### config.mk
export PLATFORM = sky130hd
export DESIGN_NAME = memoria_sincrona_param_flat
export DESIGN_NICKNAME = d
export VERILOG_FILES = /design/src/rtl/memoria_sincrona_param_pkg.sv /design/src/rtl/memoria_sincrona_param_if.sv /design/src/rtl/memoria_sincrona_param_arreglo.sv /design/src/rtl/memoria_sincrona_param.sv /design/src/flat_wrapper.sv
export SDC_FILE = /design/constraint.sdc
export NUM_CORES = 1
export LEC_CHECK = 0
export BUFFER_PORTS_ARGS = -buffer_cell sky130_fd_sc_hd__buf_2
export CORE_AREA = 2 2 115 201
export DETAILED_ROUTE_END_ITERATION = 7
export DIE_AREA = 0 0 117 203
export PLACE_DENSITY = 0.66
export REMOVE_ABC_BUFFERS = 1
export SETUP_SLACK_MARGIN = 0.02
export SLEW_MARGIN = 10
export SYNTH_ARGS = -nofsm -noshare
export SYNTH_HDL_FRONTEND = slang
export SYNTH_SLANG_ARGS = --single-unit
### constraint.sdc
create_clock -name Reloj -period 2.4 [get_ports Reloj]
set_input_delay 0.24 -clock Reloj [delete_from_list [all_inputs] [get_ports Reloj]]
set_output_delay 0.24 -clock Reloj [all_outputs]
set_load 0.02 [all_outputs]
### src/rtl/memoria_sincrona_param_pkg.sv
// Shared FSM state type and boot image for memoria_sincrona_param.
// The boot image is only consumed when MEMORIA_PRECARGA_EN is defined.
package memoria_pkg;

   typedef enum logic [1:0] {
      LIMPIANDO   = 2'd0,
      PRECARGANDO = 2'd1,
      LISTO       = 2'd2
   } estado_t;

   // LoadInmediato 23 into R0
   localparam int LONG_ARRANQUE = 2;
   localparam logic [15:0] IMAGEN_ARRANQUE [LONG_ARRANQUE] = '{16'h4000, 16'h0017};

   function automatic logic [15:0] imagenPalabra(input int idx);
      logic [15:0] palabra;
      palabra = 16'h0000;
      for (int i = 0; i < LONG_ARRANQUE; i++) begin
         if (idx == i) palabra = IMAGEN_ARRANQUE[i];
      end
      return palabra;
   endfunction

endpackage

### src/rtl/memoria_sincrona_param_if.sv
// Request/response bus of memoria_sincrona_param; the requester owns the master side.
interface memoria_sincrona_param_if #(
   parameter int ANCHO     = 16,
   parameter int ANCHO_DIR = 4
);
   logic                 Solicitud;
   logic                 Escribir;
   logic [ANCHO_DIR-1:0] Direccion;
   logic [ANCHO-1:0]     Entrada;
   logic [ANCHO-1:0]     Salida;
   logic                 SalidaValida;
   logic                 Listo;
   logic                 Error;

   modport master (
      output Solicitud, Escribir, Direccion, Entrada,
      input  Salida, SalidaValida, Listo, Error
   );

   modport slave (
      input  Solicitud, Escribir, Direccion, Entrada,
      output Salida, SalidaValida, Listo, Error
   );
endinterface

### src/rtl/memoria_sincrona_param_arreglo.sv
// Plain storage array: one synchronous write port, one registered read port.
// Only the read register is reset; word contents are cleared by the top-level FSM.
module memoria_arreglo #(
   parameter int ANCHO       = 16,
   parameter int PROFUNDIDAD = 16,
   parameter int ANCHO_DIR   = 4
) (
   input  logic                 Reloj,
   input  logic                 Reiniciar_n,
   input  logic                 escrituraEn_i,
   input  logic [ANCHO_DIR-1:0] dirEscritura_i,
   input  logic [ANCHO-1:0]     datoEscritura_i,
   input  logic                 lecturaEn_i,
   input  logic [ANCHO_DIR-1:0] dirLectura_i,
   output logic [ANCHO-1:0]     datoLectura_o
);

   logic [ANCHO-1:0] palabras [PROFUNDIDAD];
   logic [ANCHO-1:0] datoLectura_q;

   always_ff @(posedge Reloj) begin
      if (escrituraEn_i) palabras[dirEscritura_i] <= datoEscritura_i;
   end

   // Holds the last read word until the next enabled read
   always_ff @(posedge Reloj or negedge Reiniciar_n) begin
      if (!Reiniciar_n)     datoLectura_q <= '0;
      else if (lecturaEn_i) datoLectura_q <= palabras[dirLectura_i];
   end

   assign datoLectura_o = datoLectura_q;

endmodule

### src/rtl/memoria_sincrona_param.sv
// Parametrised single-port synchronous memory with self-clearing init and range check.
// Define MEMORIA_PRECARGA_EN to load the boot image after clearing.
module memoria_sincrona_param
   import memoria_pkg::*;
#(
   parameter  int ANCHO       = 16,
   parameter  int PROFUNDIDAD = 16,
   localparam int ANCHO_DIR   = $clog2(PROFUNDIDAD)
) (
   input logic                      Reloj,
   input logic                      Reiniciar_n,
   memoria_sincrona_param_if.slave  bus
);

`ifdef MEMORIA_PRECARGA_EN
   localparam int ULTIMA_PRECARGA =
      ((LONG_ARRANQUE < PROFUNDIDAD) ? LONG_ARRANQUE : PROFUNDIDAD) - 1;
`endif

   estado_t              estado_q, estado_d;
   logic [ANCHO_DIR-1:0] contador_q, contador_d;
   logic                 salidaValida_q, salidaValida_d;
   logic                 error_q, error_d;
   logic                 aceptado, enRango;
   logic                 escrituraEn, lecturaEn;
   logic [ANCHO_DIR-1:0] dirEscritura;
   logic [ANCHO-1:0]     datoEscritura;

   assign enRango = int'(bus.Direccion) < PROFUNDIDAD;

   always_ff @(posedge Reloj or negedge Reiniciar_n) begin
      if (!Reiniciar_n) begin
         estado_q   <= LIMPIANDO;
         contador_q <= '0;
      end else begin
         estado_q   <= estado_d;
         contador_q <= contador_d;
      end
   end

   always_comb begin
      estado_d   = estado_q;
      contador_d = contador_q;
      case (estado_q)
         LIMPIANDO: begin
            if (contador_q == ANCHO_DIR'(PROFUNDIDAD - 1)) begin
               contador_d = '0;
`ifdef MEMORIA_PRECARGA_EN
               estado_d   = PRECARGANDO;
`else
               estado_d   = LISTO;
`endif
            end else begin
               contador_d = contador_q + 1'b1;
            end
         end
`ifdef MEMORIA_PRECARGA_EN
         PRECARGANDO: begin
            if (contador_q == ANCHO_DIR'(ULTIMA_PRECARGA)) begin
               contador_d = '0;
               estado_d   = LISTO;
            end else begin
               contador_d = contador_q + 1'b1;
            end
         end
`endif
         LISTO:   estado_d = LISTO;
         default: estado_d = LIMPIANDO;
      endcase
   end

   // Init phases own the write port; requests are only honoured once LISTO
   always_comb begin
      aceptado       = (estado_q == LISTO) && bus.Solicitud;
      escrituraEn    = 1'b0;
      dirEscritura   = contador_q;
      datoEscritura  = '0;
      lecturaEn      = aceptado && enRango && !bus.Escribir;
      salidaValida_d = aceptado && enRango && !bus.Escribir;
      error_d        = aceptado && !enRango;
      case (estado_q)
         LIMPIANDO: escrituraEn = 1'b1;
`ifdef MEMORIA_PRECARGA_EN
         PRECARGANDO: begin
            escrituraEn   = 1'b1;
            datoEscritura = ANCHO'(imagenPalabra(int'(contador_q)));
         end
`endif
         LISTO: begin
            escrituraEn   = aceptado && enRango && bus.Escribir;
            dirEscritura  = bus.Direccion;
            datoEscritura = bus.Entrada;
         end
         default: escrituraEn = 1'b0;
      endcase
   end

   always_ff @(posedge Reloj or negedge Reiniciar_n) begin
      if (!Reiniciar_n) begin
         salidaValida_q <= 1'b0;
         error_q        <= 1'b0;
      end else begin
         salidaValida_q <= salidaValida_d;
         error_q        <= error_d;
      end
   end

   memoria_arreglo #(
      .ANCHO       (ANCHO),
      .PROFUNDIDAD (PROFUNDIDAD),
      .ANCHO_DIR   (ANCHO_DIR)
   ) u_arreglo (
      .Reloj           (Reloj),
      .Reiniciar_n     (Reiniciar_n),
      .escrituraEn_i   (escrituraEn),
      .dirEscritura_i  (dirEscritura),
      .datoEscritura_i (datoEscritura),
      .lecturaEn_i     (lecturaEn),
      .dirLectura_i    (bus.Direccion),
      .datoLectura_o   (bus.Salida)
   );

   assign bus.SalidaValida = salidaValida_q;
   assign bus.Error        = error_q;
   assign bus.Listo        = (estado_q == LISTO);

endmodule

### src/flat_wrapper.sv
// flat-port wrapper written by rule: the top's interface ports become plain ports
module memoria_sincrona_param_flat import memoria_pkg::*;
#(
   parameter  int ANCHO       = 16,
   parameter  int PROFUNDIDAD = 16,
   localparam int ANCHO_DIR   = $clog2(PROFUNDIDAD)
)
  (Reloj, Reiniciar_n, bus_Solicitud, bus_Escribir, bus_Direccion, bus_Entrada, bus_Salida, bus_SalidaValida, bus_Listo, bus_Error);
  memoria_sincrona_param_if #(.ANCHO(ANCHO), .ANCHO_DIR(4)) bus_i ();
  input logic Reloj;
  input logic Reiniciar_n;
  input wire logic [$bits(bus_i.Solicitud)-1:0] bus_Solicitud;
  input wire logic [$bits(bus_i.Escribir)-1:0] bus_Escribir;
  input wire logic [$bits(bus_i.Direccion)-1:0] bus_Direccion;
  input wire logic [$bits(bus_i.Entrada)-1:0] bus_Entrada;
  output wire logic [$bits(bus_i.Salida)-1:0] bus_Salida;
  output wire logic [$bits(bus_i.SalidaValida)-1:0] bus_SalidaValida;
  output wire logic [$bits(bus_i.Listo)-1:0] bus_Listo;
  output wire logic [$bits(bus_i.Error)-1:0] bus_Error;
  assign bus_i.Solicitud = bus_Solicitud;
  assign bus_i.Escribir = bus_Escribir;
  assign bus_i.Direccion = bus_Direccion;
  assign bus_i.Entrada = bus_Entrada;
  assign bus_Salida = bus_i.Salida;
  assign bus_SalidaValida = bus_i.SalidaValida;
  assign bus_Listo = bus_i.Listo;
  assign bus_Error = bus_i.Error;
  memoria_sincrona_param #(.ANCHO(ANCHO), .PROFUNDIDAD(PROFUNDIDAD)) u_core (.Reloj(Reloj), .Reiniciar_n(Reiniciar_n), .bus(bus_i));
endmodule
==> impl_metrics.toml <==
[route]
vias = 5253
drc_errors = 0
wl_mm = 23.3
vias_per_cell = 5.70
first_pass_iters = 7
antenna_left = 0
wl_per_cell_um = 25.2
drt_iter0_markers = 411

[layout]
nets = 634
fillers = 1656
layout-drive-gt1-share_pct = 31.5
fin_util_pct = 56.6
diodes = 0
regArea_mm2 = 0.00824
multiInputGateArea_mm2 = 0.00251
area_growth_syn_to_layout_pct = 15.0

[global_route]
grt_pass1_wl_mm = 34.8
antenna_found_initial = 0
gr-total-overflow = 0
gr-usage-all-layers_pct = 20.4
grt_max_degree = 32
first_global_vias = 5621

[clocking]
cts_buffer_depth = 3
h-tree-depth = 1
cts_tree = "yes"
clk_pin_slew_ns = 0.07
cts_resized = 0
root_buffer = "clkbuf_16"
clkLatencyLatePin_ns = 0.52
cts_sinks = 278
cts_buffers = 23

[yosys]
ys_ff_latch = 278
ys.warnings.count = 0
netlist.area_leader.share_pct = 70.7
synth_area_mm2 = 0.0109
synth.area.top_cells = "edfxtp_1, mux4_2, mux4_1"
netlist_instances = 522
avgSynthCellArea_um2 = 20.8
synth.distinct_cells = 36
synth_area_leader_cell = "edfxtp_1"
synth-seq-area-share_pct = 75.8

[worst_setup_path]
r2r-end = "u_core.u_arreglo.datoLectura_o[9]"
reg2reg_from = "u_core.estado_q[1]"
critPathArrivalTime_ns = 2.48
path_common_cell = "buf_4"
worstSetupPathType = "reg2reg"
end_kind = "flop"
cpPeakStageDelay_ns = 0.62
reg2reg_slack_ns = 0.37
slowest_stage = "dfrtp_1"
required_ns = 2.85
path_buf_inv = 2
worstPathCellList = "buf_4 -> nand4b_1 -> buf_4 -> nor3_1 -> a221o_1"
path_max_fanout = 22
cp_top_family = "buffers and inverters"
critPathLaunchType = "flop"
ff2ff_path_depth = 5

[run_status]
run_status = "finished clean"

[worst_hold_path]
hp-class = "in2async"

[sta]
finalHoldViolations = 0
grt_setup_unrepaired = "no"
slew_headroom_pct = 54.1
finClkSkew_ns = 0.0141
max_freq_ghz = 0.493
finalCritPeriodShare_pct = 84.5
setup_violations = 0
drv_slew = 0
worstMarginPinSlew_ns = 0.689
finalSetupTns_ns = 0
min_period_ns = 2.03

[die]
start_util_pct = 49.3
coreArea_mm2 = 0.0221
ios = 43
dieArea_mm2 = 0.0238
die_h_um = 203
row_count = 72
die_x_um = 117

[power_and_ir_drop]
vdd_drop_max_mv = 0.431
p_leak_nw = 4.25
p_per_area_mw_per_mm2 = 775

[job]
cap_violations = 0

[placed_design]
gp_congestion = 0.841
port_buffers = 41
dp_hpwl_mm = 15.2
cell type report:
type | instances | area share (%)
Sequential cell | 278 | 65.9
Multi-Input combinational cell | 213 | 20.1
Clock inverter | 16 | 1.27
Clock buffer | 26 | 4.69
Timing Repair Buffer | 90 | 5.02
Tap cell | 296 | 2.96
Inverter | 3 | 0.0901
metal layers:
| metal | wire length, um | GRT usage, % | vias up |
|---|---|---|---|
| met3 | 1110 | 2.81 | 39 |
| met5 | 0 | 0 | - |
| met4 | 561 | 6.26 | 0 |
| met2 | 12600 | 35.7 | 148 |
| met1 | 9050 | 26.3 | 2739 |
| li1 | - | - | 2327 |
timing repair:
| action | in CTS | in global routing |
|---|---|---|
| setup endpoints to repair | 0 | 0 |
| hold buffers | 1 | 0 |
| hold endpoints to repair | 22 | 0 |
| buffers inserted | 0 | 0 |
per-stage QoR:
stage          hold slack (ns)  std cells  setup slack, ns  total power [mW]  area (um^2)
4_1_cts                  0.292        922            0.372              9.77        12500
6_report                 0.296        922            0.372              9.69        12500
3_5_place_dp             0.325        879            0.323              6.07        11700
5_1_grt                  0.323        922            0.278              9.98        12500
3_3_place_gp             0.300        879            0.372              6.05        11700
2_1_floorplan          -0.0556        494           0.0220              5.79        10700
power by group:
group          internal, mW  total, mW  switching (mW)
combinational         0.240      0.579           0.338
sequential             5.35       5.38          0.0368
clock                  2.09       3.72            1.63
total                  7.68       9.69            2.01
synthesized netlist by cell type:
cell       instances
nand3_1            2
a221o_1           15
buf_4              2
nor2b_1            1
a21oi_1            2
edfxtp_1         256
nand4b_1           2
a32oi_1            1
o31ai_1            1
nor2_1            45
dfrtp_1           22
inv_1              2
conb_1             1
a31oi_1            2
ha_1               1
buf_2              9
nand3b_1           1
mux2i_1           11
a31o_2             1
o22a_1             1
mux2_2            17
buf_6              4
mux4_2            41
o21ai_0            4
mux4_1            21
nand4_1            1
a2bb2oi_1          1
and2_1            16
nor3_1            10
clkbuf_1          11
buf_1              2
nand2_1           10
a22oi_1            1
clkinv_1           1
xnor2_1            1
nand2b_1           3
logic make-up (layout without fill, tap and decap cells):
group / after synthesis / count (layout) / share of synthesized area [%]
flip-flops: 278 / 278 / 75.8
buffers and inverters: 31 / 135 / 1.52
other: 1 / 1 / 0.0345
XOR/XNOR: 1 / 1 / 0.0806
AND/OR/NAND/NOR: 91 / 91 / 3.89
multiplexers: 90 / 90 / 16.3
adder cells (fa/ha/maj): 1 / 1 / 0.115
AO/OA/AOI/OAI: 29 / 29 / 2.23
worst reg2reg max path: cells and delay by family (launching register included):
| family | cells | cell delay, ns |
|---|---|---|
| buffers and inverters | 2 | 0.64 |
| flip-flops | 1 | 0.62 |
| AND/OR/NAND/NOR | 2 | 0.53 |
| AO/OA/AOI/OAI | 1 | 0.18 |
sequential cells by signal, indices dropped and copies added (netlist names):
| name | count |
|---|---|
| u_core.bus.SalidaValida | 1 |
| u_core.contador_q | 4 |
| u_core.estado_q | 1 |
| u_core.u_arreglo.datoLectura_o | 16 |
| u_core.u_arreglo.palabras | 256 |
worst max path at each step:
stage / startpoint / end / slack [ns] / cells past startpoint
after CTS: u_core.estado_q[1] / bus_Listo / 0.37 / 2
after global placement: bus_Direccion[1] / u_core.u_arreglo.datoLectura_o[7] / 0.37 / 5
after detailed placement: bus_Direccion[1] / u_core.u_arreglo.datoLectura_o[7] / 0.32 / 5
final: u_core.estado_q[1] / u_core.u_arreglo.datoLectura_o[9] / 0.37 / 5
after global routing: u_core.estado_q[1] / u_core.u_arreglo.datoLectura_o[9] / 0.28 / 5
after floorplan: u_core.estado_q[1] / u_core.u_arreglo.palabras[14][0] / 0.02 / 3
layout by cell type, fill, tap and decap left out, types with 15 or more instances in the layout:
master	synthesis	final
buf_2	9	40
mux2_2	17	17
and2_1	16	16
nor2_1	45	29
nor2_2	0	16
mux4_2	41	41
edfxtp_1	256	256
clkbuf_16	0	23
mux4_1	21	21
buf_4	2	45
dfrtp_1	22	22
a221o_1	15	15
Note: power is estimated with default switching activity, not from simulation.
